## src/rtl/regfile_write_queue.sv

```systemverilog
// In-order write-back queue in front of the 16x32 register file's single write port.
// Accepts up to two writes per cycle (Mem older than ALU), drains one per cycle, forwards queued data.
module regfile_write_queue #(
    parameter int DEPTH = 4
) (
    input  logic        Clk,
    input  logic        Clr,
    input  logic        MemWe,
    input  logic [3:0]  MemDest,
    input  logic [31:0] MemData,
    input  logic        AluWe,
    input  logic [3:0]  AluDest,
    input  logic [31:0] AluData,
    output logic        Stall,
    output logic [31:0] IntA,
    output logic [3:0]  Dec,
    output logic        Ld,
    input  logic [3:0]  SA,
    input  logic [3:0]  SB,
    output logic        HitA,
    output logic        HitB,
    output logic [31:0] FwdA,
    output logic [31:0] FwdB,
    output logic        Overflow
);

    localparam int PW = (DEPTH > 1) ? $clog2(DEPTH) : 1;
    localparam int CW = $clog2(DEPTH + 1);

    logic [3:0]    destQ [DEPTH];
    logic [31:0]   dataQ [DEPTH];
    logic [PW-1:0] head;
    logic [PW-1:0] tail;
    logic [CW-1:0] count;

    logic          pop;
    logic          memPush;
    logic          aluPush;
    logic          drop;
    logic [CW:0]   freeSlots;
    logic [CW:0]   aluNeed;
    logic [PW-1:0] aluSlot;

    // The head pops every cycle it is valid, so its slot counts as free for this edge's pushes.
    always_comb begin
        pop       = (count != '0);
        freeSlots = (CW+1)'(DEPTH) - {1'b0, count} + {{CW{1'b0}}, pop};
        memPush   = MemWe && (freeSlots != '0);
        aluNeed   = memPush ? (CW+1)'(2) : (CW+1)'(1);
        aluPush   = AluWe && (freeSlots >= aluNeed);
        drop      = (MemWe && !memPush) || (AluWe && !aluPush);
        aluSlot   = memPush ? tail + PW'(1) : tail;
    end

    always_ff @(posedge Clk or negedge Clr) begin
        if (!Clr) begin
            head     <= '0;
            tail     <= '0;
            count    <= '0;
            Overflow <= 1'b0;
        end else begin
            if (pop)
                head <= head + PW'(1);
            tail  <= tail + PW'(memPush) + PW'(aluPush);
            count <= count + CW'(memPush) + CW'(aluPush) - CW'(pop);
            if (drop)
                Overflow <= 1'b1;
        end
    end

    // Entry storage needs no reset: validity comes solely from head/count.
    always_ff @(posedge Clk) begin
        if (memPush) begin
            destQ[tail] <= MemDest;
            dataQ[tail] <= MemData;
        end
        if (aluPush) begin
            destQ[aluSlot] <= AluDest;
            dataQ[aluSlot] <= AluData;
        end
    end

    always_comb begin
        Ld    = pop;
        Dec   = pop ? destQ[head] : 4'd0;
        IntA  = pop ? dataQ[head] : 32'd0;
        Stall = (count > CW'(DEPTH - 2));
    end

    // Walk oldest to youngest so a later match overrides an earlier one.
    always_comb begin
        logic [PW-1:0] idx;
        idx  = '0;
        HitA = 1'b0;
        HitB = 1'b0;
        FwdA = 32'd0;
        FwdB = 32'd0;
        for (int i = 0; i < DEPTH; i++) begin
            idx = head + PW'(i);
            if (CW'(i) < count) begin
                if (destQ[idx] == SA) begin
                    HitA = 1'b1;
                    FwdA = dataQ[idx];
                end
                if (destQ[idx] == SB) begin
                    HitB = 1'b1;
                    FwdB = dataQ[idx];
                end
            end
        end
    end

endmodule

```

## config.mk

```make
export PLATFORM = sky130hd
export DESIGN_NAME = regfile_write_queue
export DESIGN_NICKNAME = d
export VERILOG_FILES = /design/src/rtl/regfile_write_queue.sv
export SDC_FILE = /design/constraint.sdc
export NUM_CORES = 1
export LEC_CHECK = 0
export ABC_AREA = 0
export BUFFER_PORTS_ARGS = -buffer_cell sky130_fd_sc_hd__buf_2
export CAP_MARGIN = 20
export CORE_MARGIN = 2
export CORE_UTILIZATION = 63
export CTS_CLUSTER_SIZE = 10
export DETAILED_ROUTE_END_ITERATION = 12
export PLACE_DENSITY = 0.87
export SETUP_SLACK_MARGIN = 0.2
export SYNTH_ARGS = -nofsm -noshare
export SYNTH_HDL_FRONTEND = slang
export SYNTH_SLANG_ARGS = --single-unit
export TNS_END_PERCENT = 100
```

## constraint.sdc

```tcl
create_clock -name Clk -period 10.3 [get_ports Clk]
set_input_delay 2.06 -clock Clk [delete_from_list [all_inputs] [get_ports Clk]]
set_output_delay 2.06 -clock Clk [all_outputs]
set_load 0.03 [all_outputs]
```

==> metrics.yaml <==
ios: 189
yosys.area.top_type_share: 0.3587
clock_latency_ns: 0.43
hold_start: "Overflow"
violations: "DRC"
yosys_warnings: 0
core_area_um2: 18770
grt_usage: 0.3365
gp_congestion: 0.8852
multi_input_area_um2: 7142
post-route-period-util: 0.6437
critPathSlowestCell: "nor3_4"
drt-pass1-iter-count: 10
drt-total-wl_um: 34000
cts_resized: 0
ys_seq_elements: 152
synth_fa_ha_area_frac: 0.01743
worstPathRequired_ns: 8.24
placed_cells: 1374
final_cell_area_um2: 13780
tightest_slew_ns: 1.155
synth_compound_area_frac: 0.1206
setup_viol: 0
synth_flop_cell: "edfxtp_1"
cpLargestDelayFamily: "simple AND/OR/NAND/NOR gates"
synth_edf_count: 144
crit_path_frequent_cell: "buf_2"
htree_num_levels: 4
crit_start: "SA[0]"
reg2reg_from: "count[1]"
ys_seq_area_frac: 0.3753
drc: 2
final_cells: 1414
grt_setup_unrepaired: "false"
placed_cell_area_um2: 13110
max_freq_mhz: 150.8
die-area_um2: 20260
end_kind: "primary output"
row_count: 50
synth_commonest_cells: "mux2i_1, mux2_2, edfxtp_1"
syn_area_um2: 12060
fp.dieH_um: 142.3
synth_fp_nets: 1124
worstPathBufferInverterCount: 3
worstSetupPathType: "primary input to primary output"
antenna_found_initial: 6
yosysMostFrequentCell: "mux2i_1"
drv_cap: 0
synthMuxAreaShare: 0.3854
status: "finished with violations"
ys_async_sr_fraction: 0.05263
grt_pass1_wl_um: 52800
cts.repair_timing.setup_buffer_count: 0
fin_tns_setup_ns: 0
syn2layout_area_growth_pct: 14.29
root_buffer: "clkbuf_16"
synth_xor_area_frac: 0.02470
regArea_um2: 4532
relSlewSlack: 0.2300
hold_class: "flop to flop"
path_cells: "buf_2, nor3b_1, mux2i_1, a2111oi_4, nor3_4, buf_4, a221oi_1, o22ai_1, buf_2"
clock_sinks: 152
slowest_delay_ns: 0.74
start_util: 0.6424
start_kind: "primary input"
gr-total-overflow: 0
cp_max_fo: 19
final_layout_size_suffix_gt1_frac: 0.3787
postCtsHoldBufs: 0
cts_buffers: 17
via_per_inst: 7.030
synth.area.top_cells: "edfxtp_1, mux2i_1, mux2_2, a221oi_1, o22ai_1"
synth.distinct_cells: 41
synth_top_cell_by_area: "edfxtp_1"
die_w_um: 142.3
grt_pass1_vias: 10172
path_clk_slew_ns: 0.06
synth_top_family_by_area: "multiplexers"
grt_max_degree: 68
syn_area_per_cell_um2: 11.76
drtAntennaViolNets: 0
via_count: 9940
cts_buffer_depth: 2
fillCellCount: 1285
synthSimpleGateAreaFrac: 0.03902
dp_hpwl_um: 21480
cts_tree: "done"
fin_skew_ns: 0.003724
synthCells: 1025
final_core_utilization: 0.7342
arrival_ns: 4.57
numPortBuffers: 188
post_drt_wl_per_cell_um: 24.04
drtIter0Drc: 1055
hold_violations: 0
final.min_clock_period_ns: 6.630
final_nets: 1261
drv_slew: 0
[final cells by class]
type / instances / share of cell area
multi-input combinational: 767 / 0.5183
sequential: 152 / 0.3289
timing repair buffer: 210 / 0.08263
clock buffer: 24 / 0.03569
tap: 234 / 0.02125
clock inverter: 8 / 0.008535
inverter: 14 / 0.003814
antenna: 5 / 0.0009080
[flip-flops by register name, indices dropped and copies added, names as in the netlist]
| signal | cells |
|---|---|
| dataQ | 128 |
| destQ | 16 |
| count | 3 |
| head | 2 |
| tail | 2 |
| Overflow | 1 |
[worst reg2reg max path, cell delays in order (launching register included)]
cell,delay [ns]
dfrtp_1,0.40
inv_1,0.19
nand3_1,0.13
inv_1,0.26
ha_1,0.24
inv_1,0.05
ha_1,0.20
o21a_1,0.24
o21ai_1,0.55
ha_1,0.34
nand2b_1,0.14
a21oi_1,0.20
inv_1,0.07
o21a_1,0.29
o21ai_4,0.10
buf_4,0.57
nand2_2,0.41
buf_12,0.31
[stage by stage]
step	worst slack (ns)	hold slack, ns
CTS	3.640	0.5389
floorplan	4.168	0.5608
global placement	3.695	0.4861
finish	3.670	0.5412
detailed placement	3.584	0.4952
global route	3.675	0.5402
[logic make-up (layout without fill, tap and decap cells)]
| logic type | after synthesis | after routing |
|---|---|---|
| AND/OR/NAND/NOR | 79 | 79 |
| XOR/XNOR | 34 | 34 |
| buffers and inverters | 106 | 256 |
| adder cells (fa/ha/maj) | 15 | 15 |
| multiplexers | 427 | 427 |
| other | 0 | 5 |
| flip-flops | 152 | 152 |
| AO/OA/AOI/OAI | 212 | 212 |
[layer usage]
| layer | global-route usage | wire, um | vias to the layer above |
|---|---|---|---|
| li1 | - | - | 4360 |
| met1 | 0.4190 | 12960 | 4834 |
| met2 | 0.5520 | 16510 | 606 |
| met3 | 0.07436 | 3112 | 136 |
| met4 | 0.1761 | 1378 | 4 |
| met5 | 0 | 27 | - |
[final timing paths]
kind | endpoint | slack [ns] | cells after the start
worst max-delay path | FwdA[18] | 3.67 | 9
worst min-delay path | Overflow | 0.54 | 1
worst max register to register | dataQ[1][9] | 5.38 | 17
worst min register to register | Overflow | 0.54 | 1
max in group asynchronous | head[1] | 8.63 | 1
min in group asynchronous | Overflow | 1.47 | 1
[layout by cell type, fill, tap and decap left out, types with 5 or more instances in the layout]
master | synthesis | final
xnor2_1 | 19 | 19
mux4_2 | 12 | 12
buf_2 | 32 | 188
mux2i_1 | 237 | 237
nand3_1 | 7 | 7
o21ai_0 | 62 | 62
a221oi_1 | 64 | 64
buf_4 | 4 | 18
and2_1 | 32 | 32
mux2_2 | 178 | 178
nor2b_1 | 6 | 6
ha_1 | 12 | 12
inv_1 | 13 | 13
clkbuf_16 | 0 | 17
dfrtp_1 | 8 | 6
edfxtp_1 | 144 | 144
diode_2 | 0 | 5
o22ai_1 | 64 | 64
xor2_1 | 15 | 15
nor3_1 | 7 | 6
Power is left out: the tool's default activity adds up to more than one toggle a clock period on the data nets, which glitch-free logic cannot reach.
